===== config.mk =====
export PLATFORM = sky130hd
export DESIGN_NAME = universal_shift_match
export DESIGN_NICKNAME = d
export VERILOG_FILES = /design/src/rtl/universal_shift_match.sv
export SDC_FILE = /design/constraint.sdc
export NUM_CORES = 1
export LEC_CHECK = 0
export CAP_MARGIN = 20
export CORE_MARGIN = 2
export CORE_UTILIZATION = 40
export CTS_CLUSTER_SIZE = 16
export DETAILED_ROUTE_END_ITERATION = 12
export GPL_ROUTABILITY_DRIVEN = 0
export PLACE_DENSITY = 0.76
export SETUP_SLACK_MARGIN = 0.5
export SYNTH_ARGS = -nofsm -noshare
export SYNTH_HDL_FRONTEND = slang
export SYNTH_SLANG_ARGS = --single-unit

===== constraint.sdc =====
create_clock -name clk -period 4.2 [get_ports clk]
set_input_delay 0.84 -clock clk [delete_from_list [all_inputs] [get_ports clk]]
set_output_delay 0.84 -clock clk [all_outputs]
set_load 0.02 [all_outputs]

===== src/rtl/universal_shift_match.sv =====
// Universal shift register (hold / shift right / shift left / load) with a
// pattern-match edge detector and a saturating match counter.
module universal_shift_match #(
  parameter int unsigned             WIDTH   = 8,
  parameter logic [WIDTH-1:0]        PATTERN = WIDTH'('hA5),
  parameter int unsigned             CNT_W   = 4
) (
  input  logic             clk,
  input  logic             rst_n,
  input  logic             en,
  input  logic [1:0]       mode,
  input  logic             ser_msb,
  input  logic             ser_lsb,
  input  logic [WIDTH-1:0] din,
  input  logic             clr_cnt,
  output logic [WIDTH-1:0] q,
  output logic             sout_msb,
  output logic             sout_lsb,
  output logic             match,
  output logic [CNT_W-1:0] match_cnt,
  output logic             cnt_sat
);

  localparam logic [1:0] MODE_HOLD = 2'b00;
  localparam logic [1:0] MODE_SHR  = 2'b01;
  localparam logic [1:0] MODE_SHL  = 2'b10;
  localparam logic [1:0] MODE_LOAD = 2'b11;

  logic             eq;
  logic             eq_prev;
  logic [WIDTH-1:0] q_next;

  always_comb begin
    q_next = q;
    if (en) begin
      case (mode)
        MODE_HOLD: q_next = q;
        MODE_SHR:  q_next = {ser_msb, q[WIDTH-1:1]};
        MODE_SHL:  q_next = {q[WIDTH-2:0], ser_lsb};
        MODE_LOAD: q_next = din;
        default:   q_next = q;
      endcase
    end
  end

  assign eq       = (q == PATTERN);
  assign match    = eq & ~eq_prev;
  assign cnt_sat  = &match_cnt;
  assign sout_msb = q[WIDTH-1];
  assign sout_lsb = q[0];

  // eq_prev resets to 1 so a reset value equal to PATTERN never pulses match
  always_ff @(posedge clk) begin
    if (!rst_n) begin
      q         <= '0;
      eq_prev   <= 1'b1;
      match_cnt <= '0;
    end else begin
      q       <= q_next;
      eq_prev <= eq;
      if (clr_cnt)
        match_cnt <= '0;
      else if (match && !cnt_sat)
        match_cnt <= match_cnt + 1'b1;
    end
  end

endmodule

==> summary.txt, run 1 <==
Clock network
  • Clock sink count: 13
  • CTS tree: built
  • Hold Buf Count CTS: 0
  • Post-CTS setup buffer count: 0
  • CTS clk-pin slew, worst paths: 0.07 ns
  • Worst-Skew Late Latency: 0.27 ns
  • Root Buffer: clkbuf_4
  • Number of CTS-inserted buffers: 3
  • H-tree depth: 1
  • CTS resizes: 0
  • Clock Path Buffers: 2

Power and ir drop
  • Total power: 282 uW
  • Worst vdd ir: 0.203 mV
  • P_int: 205 uW
  • Power Dens Cells: 260 nW/um2
  • Switching share of power: 0.273
  • Gate power share: 0.245
  • Sw Pwr: 77.0 uW
  • Clock power share: 0.261
  • Lkg Pwr: 0.413 nW
  • Reg power frac: 0.495

Place
  • DPL Wire Length: 1440 um
  • Port-buffer cells: 31
  • Post-Place Cell Area: 1060 um2

Logic synthesis
  • Syn Inst Count: 81
  • Cell area after synthesis: 749 um2
  • Post-synth EDFFs: 0
  • Most common cell in the netlist: dfxtp_1
  • Syn Nets: 98
  • Sequential fraction of the synthesis area: 0.347
  • Ys flop type: dfxtp_1
  • Area fraction of the dominant cell type after synthesis: 0.347
  • Ys async rst share: 0
  • Post-synth cell types: 24
  • Post-synthesis register bit count: 13
  • Area contributors post-synth: dfxtp_1 35%, mux2i_1 15%, o2bb2ai_1 9.3%, a21oi_1 5.3%, o21ai_0 5.3%
  • Syn avg cell area: 9.25 um2
  • Post-synth top cells: 13 x dfxtp_1, 11 x mux2i_1, 8 x a21oi_1, 8 x o21ai_0, 8 x o2bb2ai_1
  • Leading area contributor after synthesis: dfxtp_1
  • Syn. warnings: 0

Run
  • Max-Cap Viols: 0

Worst setup path
  • Worst path buffer plus inverter count: 1
  • R2r setup slk: 2.64 ns
  • RR Startpoint: match_cnt[0]
  • CP top delay family: buffers and inverters
  • CP max stage cell: clkdlybuf4s50_1
  • Critical Path End Type: primary output
  • Reg2reg end: match_cnt[1]
  • Critical Path AT: 1.79 ns
  • Worst path cell trace: and4bb_2 -> nand2_1 -> nor2_1 -> clkdlybuf4s50_1
  • Worst path required time: 3.36 ns
  • Crit Path Max Fanout: 6
  • Crit path largest cell delay: 0.61 ns
  • CP Class: flip-flop to primary output
  • FF-to-FF path depth: 4
  • Crit path launch type: flip-flop

Global route
  • Pin count of the biggest net entering global routing: 11
  • Initial antenna violation count: 0
  • GR Overflow Total: 0
  • Vias in the first global route: 675
  • First-pass GRT wire length: 3020 um
  • GRT Util Overall: 0.192

Min path
  • Hold Path End: match_cnt[1]
  • Type of the worst min-delay path: flip-flop to flip-flop
  • Hold path depth: 2
  • Hold wc startpoint: match_cnt[1]

Status
  • Status: complete, no violations

Floorplanning
  • Core area: 1750 um2
  • Die Y: 47.3 um
  • Die ar.: 2240 um2
  • Row count: 15
  • Io pins: 32
  • DIE WIDTH: 47.3 um
  • Starting Density: 0.429

Routing
  • First-pass detailed-route iteration total: 4
  • Antenna-violating nets left: 0
  • Vias: 718
  • WL final: 1880 um
  • Per-cell routed wire length: 13.9 um
  • Vias per cell: 5.32
  • Starting DRT DRC Count: 17
  • # DRC: 0

Layout
  • Utilization after layout: 0.622
  • Final nets: 128
  • Final Cell Area: 1080 um2
  • Layout area overhead: 44.7%
  • # diodes: 0
  • Share of layout cells above drive strength 1: 0.0636

Timing
  • Hold_ws: 0.503 ns
  • Clock skew: 0.00489 ns
  • Count of pins over their slew limit: 0
  • Max_slew headroom: 0.665
  • Setup TNS: 0 ns
  • Period minus WS final: 2.63 ns
  • Final hold viol count: 0
  • Setup violators final: 0
  • Fmax: 0.381 GHz
  • RSZ-0062 raised after global routing: no
  • Worst-margin pin slew: 0.500 ns
  • Final period utilization: 0.626
==> metal layers <==
metal | up-vias | share of wire | GRT usage
met5 | - | 0 | 0
met4 | 0 | 0 | 0.0333
met3 | 0 | 0.050 | 0.0615
met2 | 22 | 0.51 | 0.330
met1 | 335 | 0.44 | 0.237
li1 | 361 | - | -
==> power by group through the flow <==
stage	clock [mW]	combinational (mW)	sequential, mW
4_1_cts	0.0772	0.0695	0.139
2_1_floorplan	0	0.0309	0.147
5_1_grt	0.0847	0.0743	0.141
6_report	0.0735	0.0690	0.140
3_3_place_gp	0	0.0684	0.142
3_5_place_dp	0	0.0690	0.142
==> layout make-up <==
type / count / area, um2
fillers: 155 / 661
multi-input cells: 61 / 453
repair buffers: 31 / 310
flip-flops and latches: 13 / 260
well taps: 25 / 31.3
clock buffers: 4 / 26.3
inverters: 1 / 3.75
==> worst max-delay path by stage <==
stage                     startpoint    end  slack [ns]  cells past startpoint
after floorplan                 q[2]  match        2.25                      3
after global placement       mode[0]   q[1]        1.89                      4
after detailed placement     mode[0]   q[3]        1.84                      4
after CTS                       q[0]  match        1.56                      4
after global routing            q[7]  match        1.44                      4
final                           q[6]  match        1.57                      4
==> stage by stage <==
step | cells | setup WS, ns
6_report | 135 | 1.57
5_1_grt | 135 | 1.44
4_1_cts | 135 | 1.56
3_5_place_dp | 131 | 1.84
3_3_place_gp | 131 | 1.89
2_1_floorplan | 81 | 2.25
==> cells in the final DEF (no fill, tap or decap), types with 2 or more instances in the layout <==
cell,Yosys,layout
clkdlybuf4s50_1,0,31
dfxtp_1,13,13
mux2i_1,11,11
o2bb2ai_1,8,8
o21ai_0,8,8
a21oi_1,8,8
nand2_1,7,7
nand2b_1,3,3
nand4bb_1,3,3
clkbuf_4,0,3
and4bb_2,2,2
nor2_1,2,2
==> state kept, by name, indices dropped and copies added (netlist names) <==
signal     count
q              8
match_cnt      4
eq_prev        1
==> tightest hold or removal path: cells and delay by family, from the launching register on <==
kind,cells,cell delay [ns]
AND/OR/NAND/NOR,1,0.06
flip-flops,1,0.33
multiplexers,1,0.06
==> logic make-up after synthesis <==
family / share of synthesized area
multiplexers: 0.147
adder cells (fa/ha/maj): 0.0167
flip-flops: 0.347
buffers and inverters: 0.0484
AND/OR/NAND/NOR: 0.209
AO/OA/AOI/OAI: 0.232
Note: power is estimated with default switching activity, not from simulation.
==> run 2: changes to the inputs <==
Clock period 4.2 ns to 2.6 ns, I/O delays scaled along.
==> summary.txt, run 2 (synthesis results as in run 1) <==
Floorplanning
  • Starting Density: 0.429
  • DIE WIDTH: 47.3 um
  • Die ar.: 2240 um2
  • Core area: 1750 um2
  • Row count: 15
  • Die Y: 47.3 um
  • Io pins: 32

Layout
  • Max reg flops: 8
  • Commonest non-fill, non-tap cell in the layout: clkdlybuf4s50_1
  • FILL cells: 151
  • Final nets: 128
  • Layout area overhead: 44.6%
  • Final Cell Area: 1080 um2
  • Most frequent cells in the layout: 29 x clkdlybuf4s50_1, 13 x dfxtp_1, 11 x mux2i_1
  • Sequential Area: 260 um2
  • Share of layout cells above drive strength 1: 0.0636
  • Largest Register: q
  • Non-Filler Instances: 135
  • Largest regs: q: 8 flops, match_cnt: 4 flops, eq_prev: 1 flops
  • # diodes: 0
  • Utilization after layout: 0.621
  • Area of the multi-input gates: 453 um2

Power and ir drop
  • Worst vdd ir: 0.364 mV
  • Lkg Pwr: 0.419 nW
  • Power Dens Cells: 421 nW/um2
  • Total power: 456 uW

Timing
  • Setup TNS: 0 ns
  • Period minus WS final: 1.99 ns
  • RSZ-0062 raised after global routing: no
  • Setup violators final: 0
  • Worst-margin pin slew: 0.496 ns
  • Fmax: 0.502 GHz
  • Max_slew headroom: 0.668
  • Count of pins over their slew limit: 0
  • Final hold viol count: 0
  • Clock skew: 0.00240 ns
  • Final period utilization: 0.766

Clock network
  • Clock Path Buffers: 2
  • Hold Buf Count CTS: 0
  • Worst-Skew Late Latency: 0.27 ns
  • Number of CTS-inserted buffers: 3
  • CTS tree: built
  • Clock sink count: 13
  • Root Buffer: clkbuf_4
  • H-tree depth: 1
  • CTS clk-pin slew, worst paths: 0.07 ns

Worst setup path
  • Critical Path AT: 1.47 ns
  • CP Class: flip-flop to primary output
  • Crit Path Max Fanout: 6
  • Critical Path End Type: primary output
  • Crit path launch type: flip-flop
  • Worst path required time: 2.08 ns
  • RR Startpoint: match_cnt[0]
  • Crit. Startpoint: q[6]

Status
  • Status: complete, no violations

Routing
  • WL final: 1800 um
  • First-pass detailed-route iteration total: 4
  • Starting DRT DRC Count: 22
  • # DRC: 0
  • Antenna-violating nets left: 0
  • Per-cell routed wire length: 13.3 um
  • Vias per cell: 5.25
  • Vias: 709

Place
  • Post-Place Cell Area: 1060 um2
  • DPL Wire Length: 1390 um
  • Post-placement cell count: 131
  • Port-buffer cells: 31

Global route
  • GR Overflow Total: 0
  • Pin count of the biggest net entering global routing: 11
  • First-pass GRT wire length: 2910 um
  • Initial antenna violation count: 0
  • GRT Util Overall: 0.188
  • Vias in the first global route: 622

Run
  • Max-Cap Viols: 0

Min path
  • Hold wc startpoint: match_cnt[1]
  • Type of the worst min-delay path: flip-flop to flip-flop
[run 2: cell count changes in the layout (fill, tap and decap cells not counted)]
cell | previous run | this run
clkdlybuf4s50_1 | 31 | 29
dlygate4sd2_1 | 0 | 1
clkdlybuf4s15_1 | 0 | 1
[run 2: timing repair]
| action | in CTS | in global routing |
|---|---|---|
| pin swaps | 0 | 0 |
| setup buffers | 0 | 0 |
| setup endpoints to repair | 2 | 1 |
| endpoints found under the hold margin | 0 | 0 |
| gates resized for setup | 2 | 1 |
[run 2: path summary, 6_finish.rpt]
kind         cells after the start            to  slack (ns)
max reg2reg                      4  match_cnt[0]        1.04
max                              4         match        0.61
min reg2reg                      2  match_cnt[1]        0.50
min                              2  match_cnt[1]        0.50
[run 2: layout make-up]
| type | instances | area share |
|---|---|---|
| Clock buffer | 4 | 0.0242 |
| Inverter | 1 | 0.00346 |
| Timing Repair Buffer | 31 | 0.285 |
| Tap cell | 25 | 0.0289 |
| Multi-Input combinational cell | 61 | 0.418 |
| Sequential cell | 13 | 0.240 |
[run 2: per-layer routing]
layer | up-vias | track usage | part of all wire
met5 | - | 0 | 0
met4 | 0 | 0.0556 | 0.0044
met3 | 3 | 0.0731 | 0.044
met2 | 17 | 0.289 | 0.48
met1 | 325 | 0.244 | 0.47
li1 | 364 | - | -
[run 2: power breakdown]
part / internal [mW] / switching [mW]
registers: 0.210 / 0.0154
logic: 0.0622 / 0.0491
clock network: 0.0595 / 0.0602
[run 2: worst max-delay path, stage by stage, from the launching register on]
cell and delay [ns]:
dfxtp_1 0.37, and4bb_2 0.34, nand2_1 0.08, nor2_1 0.10, clkdlybuf4s15_1 0.31
[run 2: through the flow]
| step | worst slack, ns | hold WS [ns] |
|---|---|---|
| after floorplan | 0.967 | 0.557 |
| after global placement | 0.611 | 0.479 |
| after detailed placement | 0.548 | 0.493 |
| after CTS | 0.572 | 0.508 |
| after global routing | 0.518 | 0.556 |
| final | 0.608 | 0.500 |
==> run 3: changes to the inputs <==
Clock period 2.6 ns to 1.99 ns, I/O delays scaled along.
==> summary.txt, run 3 (synthesis results as in run 1) <==
Layout
  • Share of layout cells above drive strength 1: 0.246
  • # diodes: 0
  • Largest regs: q: 8 flops, match_cnt: 4 flops, eq_prev: 1 flops
  • FILL cells: 163
  • Final nets: 136
  • Layout area overhead: 53.4%
  • Non-Filler Instances: 143
  • Max reg flops: 8
  • Final Cell Area: 1150 um2
  • Largest Register: q
  • Commonest non-fill, non-tap cell in the layout: clkdlybuf4s50_1
  • Most frequent cells in the layout: 15 x clkdlybuf4s50_1, 11 x mux2i_1, 10 x dlygate4sd2_1
  • Utilization after layout: 0.659

Power and ir drop
  • Total power: 598 uW
  • Lkg Pwr: 0.502 nW
  • Worst vdd ir: 0.356 mV
  • Clock power share: 0.261
  • Sw Pwr: 166 uW
  • Reg power frac: 0.485
  • Power Dens Cells: 520 nW/um2
  • Gate power share: 0.254
  • P_int: 432 uW
  • Switching share of power: 0.278

Floorplanning
  • Core area: 1750 um2
  • Die Y: 47.3 um
  • Die ar.: 2240 um2
  • Starting Density: 0.429
  • Io pins: 32
  • Row count: 15
  • DIE WIDTH: 47.3 um

Min path
  • Type of the worst min-delay path: flip-flop to flip-flop

Clock network
  • Hold Buf Count CTS: 0
  • Number of CTS-inserted buffers: 3
  • H-tree depth: 1
  • Clock sink count: 13
  • Clock Path Buffers: 2
  • CTS tree: built
  • Root Buffer: clkbuf_4
  • CTS clk-pin slew, worst paths: 0.07 ns
  • Worst-Skew Late Latency: 0.27 ns

Routing
  • # DRC: 0
  • First-pass detailed-route iteration total: 4
  • Vias: 769
  • Per-cell routed wire length: 13.9 um
  • Antenna-violating nets left: 0
  • Starting DRT DRC Count: 15
  • Vias per cell: 5.38
  • WL final: 1990 um

Timing
  • Hold_ws: 0.511 ns
  • Setup violators final: 0
  • Final period utilization: 0.833
  • Worst-margin pin slew: 0.453 ns
  • RSZ-0062 raised after global routing: yes
  • Final hold viol count: 0
  • Clock skew: 0.00664 ns
  • Setup TNS: 0 ns
  • Post-route setup slack: 0.332 ns
  • Count of pins over their slew limit: 0
  • Period minus WS final: 1.66 ns
  • Max_slew headroom: 0.697
  • Fmax: 0.603 GHz

Global route
  • GRT Util Overall: 0.204
  • First-pass GRT wire length: 3130 um
  • GR Overflow Total: 0
  • Vias in the first global route: 672
  • Initial antenna violation count: 0
  • Pin count of the biggest net entering global routing: 11

Place
  • Port-buffer cells: 31
  • Post-placement cell count: 137
  • DPL Wire Length: 1570 um
  • Worst slack, placed: 0.130 ns
  • Post-Place Cell Area: 1120 um2

Worst setup path
  • FF-to-FF path depth: 4
  • CP top delay family: simple AND/OR/NAND/NOR gates
  • R2r setup slk: 0.53 ns
  • CP max stage cell: dfxtp_2
  • Critical Path Sink: match
  • RR Startpoint: match_cnt[0]
  • Worst path cell trace: and4bb_2 -> nand2_2 -> nor2_2 -> buf_4
  • Crit Path Max Fanout: 6
  • Crit path largest cell delay: 0.35 ns
  • CP Class: flip-flop to primary output
  • Stages on worst setup path: 4
  • Reg2reg end: match_cnt[1]
  • Crit path launch type: flip-flop
  • Worst path required time: 1.59 ns
  • Crit. Startpoint: q[4]
  • Worst path buffer plus inverter count: 1
  • Critical Path AT: 1.26 ns
  • Critical Path End Type: primary output

Run
  • Max-Cap Viols: 0

Status
  • Status: complete, no violations
## run 3: cell types whose count changed in the layout (fill, tap and decap cells not counted), sizes merged
cell	delta
buf	+10
clkbuf	+2
clkdlybuf4s15	+1
clkdlybuf4s50	-14
dlygate4sd2	+9
## run 3: cell type report
cell class              count  area [um2]  area share
flip-flops and latches     13         270       0.235
well taps                  25        31.3      0.0272
repair buffers             39         347       0.301
clock buffers               4        26.3      0.0229
multi-input cells          61         472       0.410
inverters                   1        3.75     0.00326
## run 3: worst reg2reg max path: stages (launching register included)
cell	delay, ns
dfxtp_4	0.37
ha_4	0.15
and3_4	0.18
or4_4	0.50
mux2i_1	0.14
## run 3: how the worst min path moves through the flow
stage	cells past startpoint	endpoint	startpoint
finish	2	match_cnt[1]	match_cnt[1]
CTS	2	match_cnt[0]	match_cnt[0]
global route	2	match_cnt[1]	match_cnt[1]
floorplan	1	eq_prev	rst_n
global placement	2	match_cnt[1]	match_cnt[1]
detailed placement	2	match_cnt[0]	match_cnt[0]
## run 3: timing repair
action | in CTS | in global routing
buffers inserted | 1 | 1
resized for setup | 27 | 10
cloned | 0 | 0
pin swaps | 2 | 4
setup endpoints to repair | 17 | 11
## run 3: routing by layer
| metal | GRT usage | vias to the layer above | wire, um |
|---|---|---|---|
| li1 | - | 383 | - |
| met1 | 0.278 | 358 | 900 |
| met2 | 0.300 | 28 | 990 |
| met3 | 0.0731 | 0 | 97 |
| met4 | 0.0667 | 0 | 0 |
| met5 | 0 | - | 0 |
## run 3: power groups by stage
stage                     Clock, mW  Combinational (mW)  Sequential, mW
final                         0.156               0.152           0.290
after global placement            0               0.161           0.293
after detailed placement          0               0.162           0.295
after global routing          0.174               0.164           0.292
after CTS                     0.164               0.152           0.289
after floorplan                   0              0.0652           0.309
